<file path="src/rtl/pipeline_hazard_ctrl_pkg.sv">
// Shared types for the five-stage core hazard controller:
// forwarding selects, halt FSM states and scoreboard entries.
package pipeline_hazard_ctrl_pkg;

    typedef enum logic [1:0] {
        FWD_RF  = 2'b00,
        FWD_MEM = 2'b01,
        FWD_WB  = 2'b10
    } fwd_t;

    typedef enum logic [1:0] {
        HC_RUN,
        HC_DRAIN,
        HC_HALTED
    } hc_state_t;

    typedef struct packed {
        logic       v;
        logic [4:0] dest;
        logic       regwrite;
    } sb_entry_t;

    localparam sb_entry_t SB_EMPTY = '0;

    // $0 is hardwired, so it never produces a hit
    function automatic logic sb_hit(sb_entry_t e, logic [4:0] r);
        return e.v & e.regwrite & (e.dest == r) & (r != 5'd0);
    endfunction

endpackage

</file>
<file path="src/rtl/fwd_select.sv">
// Per-operand EX forwarding select from MEM/WB scoreboard
// entries; MEM is the younger producer and wins.
module fwd_select
    import pipeline_hazard_ctrl_pkg::*;
(
    input  logic [4:0] op_i,
    input  sb_entry_t  mem_i,
    input  sb_entry_t  wb_i,
    output fwd_t       sel_o
);
    always_comb begin
        sel_o = FWD_RF;
        if (sb_hit(mem_i, op_i)) begin
            sel_o = FWD_MEM;
        end else if (sb_hit(wb_i, op_i)) begin
            sel_o = FWD_WB;
        end
    end
endmodule

</file>
<file path="src/rtl/pipeline_hazard_ctrl.sv">
// Freeze/flush sequencing, forwarding and halt drain for
// the five-stage MIPS pipeline latches.
module pipeline_hazard_ctrl
    import pipeline_hazard_ctrl_pkg::*;
#(
    parameter int DRAIN_STAGES = 3
) (
    input  logic       CLK,
    input  logic       RST,
    input  logic       ihit,
    input  logic       dhit,
    input  logic [4:0] id_rs,
    input  logic [4:0] id_rt,
    input  logic       id_use_rs,
    input  logic       id_use_rt,
    input  logic [4:0] ex_rs,
    input  logic [4:0] ex_rt,
    input  logic [4:0] ex_wdest,
    input  logic       ex_regwrite,
    input  logic       ex_dren,
    input  logic       ex_dwen,
    input  logic       ex_halt,
    input  logic       ex_redirect,
    output logic       ifid_freeze,
    output logic       idex_freeze,
    output logic       exmem_freeze,
    output logic       memwb_freeze,
    output logic       ifid_flush,
    output logic       idex_flush,
    output logic [1:0] fwd_a,
    output logic [1:0] fwd_b,
    output logic       halt
);
    localparam int CW =
        (DRAIN_STAGES < 2) ? 1 : $clog2(DRAIN_STAGES + 1);

    sb_entry_t mem_q, mem_d, wb_q, wb_d;
    sb_entry_t mem_e, wb_e;
    logic      mem_acc_q, mem_acc_d;
    logic      bub_q, bub_d;
    hc_state_t state_q, state_d;
    logic [CW-1:0] cnt_q, cnt_d;
    logic      mem_wait, adv, lu;
    logic      halted, draining;
    fwd_t      fa, fb;

    assign halted   = state_q == HC_HALTED;
    assign draining = state_q == HC_DRAIN;
    assign mem_wait = mem_q.v & mem_acc_q & ~dhit;
    assign adv      = ihit & ~mem_wait & ~halted;
    assign halt     = halted;

    assign lu = ex_dren & ex_regwrite & (ex_wdest != 5'd0)
              & ((id_use_rs & (id_rs == ex_wdest))
              |  (id_use_rt & (id_rt == ex_wdest)));

    // Hide stale scoreboard contents while reset is held
    always_comb begin
        mem_e   = mem_q;
        wb_e    = wb_q;
        mem_e.v = mem_q.v & ~RST;
        wb_e.v  = wb_q.v & ~RST;
    end

    fwd_select u_fwd_a (
        .op_i  (ex_rs),
        .mem_i (mem_e),
        .wb_i  (wb_e),
        .sel_o (fa)
    );

    fwd_select u_fwd_b (
        .op_i  (ex_rt),
        .mem_i (mem_e),
        .wb_i  (wb_e),
        .sel_o (fb)
    );

    assign fwd_a = fa;
    assign fwd_b = fb;

    always_comb begin
        ifid_freeze  = 1'b0;
        idex_freeze  = 1'b0;
        exmem_freeze = 1'b0;
        memwb_freeze = 1'b0;
        ifid_flush   = 1'b0;
        idex_flush   = 1'b0;
        priority case (1'b1)
            RST: begin
                ifid_freeze  = ~ihit;
                idex_freeze  = ~ihit;
                exmem_freeze = ~ihit;
                memwb_freeze = ~ihit;
            end
            halted, mem_wait, ~ihit: begin
                ifid_freeze  = 1'b1;
                idex_freeze  = 1'b1;
                exmem_freeze = 1'b1;
                memwb_freeze = 1'b1;
            end
            ex_redirect, draining: begin
                ifid_flush = 1'b1;
                idex_flush = 1'b1;
            end
            lu: begin
                ifid_freeze = 1'b1;
                idex_flush  = 1'b1;
            end
            default: ;
        endcase
    end

    always_comb begin
        mem_d     = mem_q;
        mem_acc_d = mem_acc_q;
        wb_d      = wb_q;
        bub_d     = bub_q;
        if (adv) begin
            mem_d.v        = ~bub_q;
            mem_d.dest     = ex_wdest;
            mem_d.regwrite = ex_regwrite;
            mem_acc_d      = ex_dren | ex_dwen;
            wb_d           = mem_q;
            bub_d          = idex_flush;
        end
    end

    always_comb begin
        state_d = state_q;
        cnt_d   = cnt_q;
        unique case (state_q)
            HC_RUN: begin
                if (ex_halt & adv & ~ex_redirect) begin
                    state_d = (DRAIN_STAGES == 0)
                            ? HC_HALTED : HC_DRAIN;
                    cnt_d   = CW'(DRAIN_STAGES);
                end
            end
            HC_DRAIN: begin
                if (adv) begin
                    cnt_d = cnt_q - CW'(1);
                    if (cnt_q <= CW'(1)) begin
                        state_d = HC_HALTED;
                    end
                end
            end
            HC_HALTED: ;
            default: state_d = HC_RUN;
        endcase
    end

    always_ff @(posedge CLK) begin
        if (RST) begin
            mem_q     <= SB_EMPTY;
            mem_acc_q <= 1'b0;
            wb_q      <= SB_EMPTY;
            bub_q     <= 1'b0;
            state_q   <= HC_RUN;
            cnt_q     <= '0;
        end else begin
            mem_q     <= mem_d;
            mem_acc_q <= mem_acc_d;
            wb_q      <= wb_d;
            bub_q     <= bub_d;
            state_q   <= state_d;
            cnt_q     <= cnt_d;
        end
    end
endmodule

</file>
<file path="config.mk">
export PLATFORM = sky130hd
export DESIGN_NAME = pipeline_hazard_ctrl
export DESIGN_NICKNAME = d
export VERILOG_FILES = /design/src/rtl/pipeline_hazard_ctrl_pkg.sv /design/src/rtl/fwd_select.sv /design/src/rtl/pipeline_hazard_ctrl.sv
export SDC_FILE = /design/constraint.sdc
export NUM_CORES = 1
export LEC_CHECK = 0
export BUFFER_PORTS_ARGS = -buffer_cell sky130_fd_sc_hd__buf_2
export CORE_MARGIN = 2
export CORE_UTILIZATION = 52
export DETAILED_ROUTE_END_ITERATION = 16
export PLACE_DENSITY = 0.8
export SLEW_MARGIN = 20
export SYNTH_ARGS = -nofsm -noshare
export SYNTH_HDL_FRONTEND = slang
export SYNTH_SLANG_ARGS = --single-unit
</file>
<file path="constraint.sdc">
create_clock -name CLK -period 4.96 [get_ports CLK]
set_clock_uncertainty 0.2 [all_clocks]
set_input_delay 0.992 -clock CLK [delete_from_list [all_inputs] [get_ports CLK]]
set_output_delay 0.992 -clock CLK [all_outputs]
set_load 0.01 [all_outputs]
</file>
==> summary.txt <==
post-route ant nets = 0
top cells by count, synth = nand2_1 (37), xnor2_1 (26), dfxtp_1 (20)
GRT Util Overall = 22.4%
vias in the first global route = 1081
Iter 0 DRT Violations = 27
mux cell area share after synthesis = 0%
Netlist Area Pre-Place = 0.00128 sq mm
Comb pwr share = 21.2%
Reg power frac = 45.4%
initial core utilization = 56.2%
crit path kind = input port to primary output
core area = 0.00228 sq mm
Required @ worst endpoint = 3770 ps
Clock Latency Late Sink = 300 ps
drt drc = 0
TritonCTS buffer count = 3
share of layout cells above drive strength 1 = 29.6%
I/O pin total = 47
Relative slew margins = 61.4%
CTS tree = built
Max Buffers Root-to-Sink = 2
Main synth FF type = dfxtp_1
RSZ-0062 raised after global routing = false
FF+latch count, synth = 20
Netlist cell types = 30
Die X = 53.6 um
largest net degree at the start of global routing = 26
Layout area overhead = 21.6%
Die ar. = 0.00287 sq mm
clock power share = 33.3%
PortBufs = 46
Final period util = 69.7%
clk slew on worst S/H paths = 110 ps
Compound-Gate Fraction of Synth Area = 13.5%
maximum VDD drop = 0.000194 V
Sw Ratio = 26.3%
First-pass DRT Iterations = 4
ys async rst share = 0%
Leakage = 0.634 nW
via/cell ratio = 5.41
num rows = 17
Synth top area share = 31.3%
Total Wirelength = 2950 um
Max FO, Critical Path = 3
clk sinks = 20
first-pass GRT wire length = 4600 um
post-synthesis xor/xnor area fraction = 20.5%
area leader, netlist = dfxtp_1
top post-synthesis cells by area = dfxtp_1 (31%), xnor2_1 (18%), nand2_1 (11%), a21oi_1 (7.0%), nor4_2 (3.9%)
Post-Syn Instances = 161
Internal = 0.000291 W
Largest stage delay, worst path = 550 ps
most frequent cell after synthesis = nand2_1
initial antenna violation count = 0
sequential fraction of the synthesis area = 31.3%
Pwr Density = 253 mW/mm^2
total power = 0.000394 W
Tightest Pin Transition = 580 ps
Pins Over Slew Limit = 0
final hold vios = 0
final setup fails = 0
crit end category = primary output
number of flops mapped to enable cells by yosys = 0
CP cell instances = buf_2 > or4_4 > nor2_4 > nor4_2 > nor4_2 > buf_2
post_cts resized = 0
net count of the mapped netlist = 198
routed vias = 1250
fill count = 198
sw power = 0.000104 W
Yosys warning total = 0
setup TNS = 0 ps
outcome = completed
# diodes = 0
Hold Crit Class = register to register
final-stage net count = 241
Max-Cap Viols = 0
Post-CTS Setup Bufs = 0
multi-input logic area = 823 sq um
Synth Area in Simple Gates = 29.3%
detailed placement HPWL = 2360 um
Hold Buf Count CTS = 0
main combinational cell family by area after synthesis = simple AND/OR/NAND/NOR gates
minimum clock period after layout = 3450 ps
Synth Area in Adders = 0.978%
fmax = 289 MHz
Placer Congestion = 0.760
Worst EP arrival = 2260 ps
grt ovf = 0
CP max-delay cell = or4_4
Die H = 53.6 um
Critical Path Source Type = input port
mean area per synthesized cell = 7.95 sq um
Clock H-tree levels = 1
fin util = 68.4%
wire per inst = 12.8 um
sequential cell area = 400 sq um
Root Driver = clkbuf_4
[layer usage]
| metal | GRT usage, % | vias up | share of wire [%] |
|---|---|---|---|
| met1 | 24.1 | 581 | 42 |
| li1 | - | 638 | - |
| met5 | 0 | - | 0 |
| met3 | 2.50 | 4 | 3.7 |
| met2 | 43.8 | 27 | 54 |
| met4 | 8.97 | 0 | 1.2 |
[power by group through the flow]
stage	combinational (W)	clock, W	sequential [W]
after floorplan	0.0000548	0	0.000180
after global placement	0.0000802	0	0.000182
after detailed placement	0.0000841	0	0.000183
after CTS	0.0000844	0.000136	0.000179
after global routing	0.0000935	0.000138	0.000180
final	0.0000837	0.000131	0.000179
[cells in the final DEF (no fill, tap or decap), types with 2 or more instances in the layout]
cell type	instances
or4_4	2
o22ai_1	2
buf_2	46
dfxtp_1	20
nor2_4	2
inv_1	4
a21oi_1	18
xor2_1	4
clkbuf_4	3
nor2_1	8
xnor2_1	26
nand4_1	7
nor4_2	4
nand2_1	37
nor3_1	5
[path summary, 6_finish.rpt]
check,cells past startpoint,to,slack (ps),startpoint
worst max-delay path,6,fwd_a[1],1510,ex_rs[1]
worst min-delay path,1,mem_q[6],260,bub_q
worst max register to register,5,state_q[0],3000,state_q[0]
worst min register to register,1,mem_q[6],260,bub_q
[flip-flops by register name, summed over array words and instances (netlist names)]
| signal | cells |
|---|---|
| mem_q | 1 |
| mem_e | 6 |
| cnt_q | 2 |
| wb_q | 1 |
| state_q | 2 |
| bub_q | 1 |
| wb_e | 6 |
| mem_acc_q | 1 |
[per-stage QoR]
step / worst slack (ps) / hold slack [ps] / instance area (sq um) / instances
after global placement: 1560 / 231 / 1500 / 227
after detailed placement: 1490 / 231 / 1500 / 227
after CTS: 1500 / 260 / 1560 / 231
after global routing: 1440 / 269 / 1560 / 231
after floorplan: 1710 / 215 / 1280 / 161
final: 1510 / 260 / 1560 / 231
[cell families (layout without fill, tap and decap cells)]
| logic type | count (synthesis) | after routing |
|---|---|---|
| buffers and inverters | 12 | 54 |
| AND/OR/NAND/NOR | 71 | 71 |
| AO/OA/AOI/OAI | 27 | 27 |
| flip-flops | 20 | 20 |
| XOR/XNOR | 30 | 30 |
| adder cells (fa/ha/maj) | 1 | 1 |
[worst max-delay path: cells and delay by family]
| kind | cells | cell delay [ps] |
|---|---|---|
| and+or+nand+nor | 4 | 980 |
| buffers and inverters | 2 | 300 |
[layout make-up]
| class | count | area share, % |
|---|---|---|
| multi-input cells | 129 | 52.9 |
| well taps | 28 | 2.25 |
| flip-flops and latches | 20 | 25.7 |
| repair buffers | 46 | 14.8 |
| inverters | 4 | 0.965 |
| clock inverters | 1 | 1.93 |
| clock buffers | 3 | 1.45 |
Note: power is estimated with default switching activity, not from simulation.
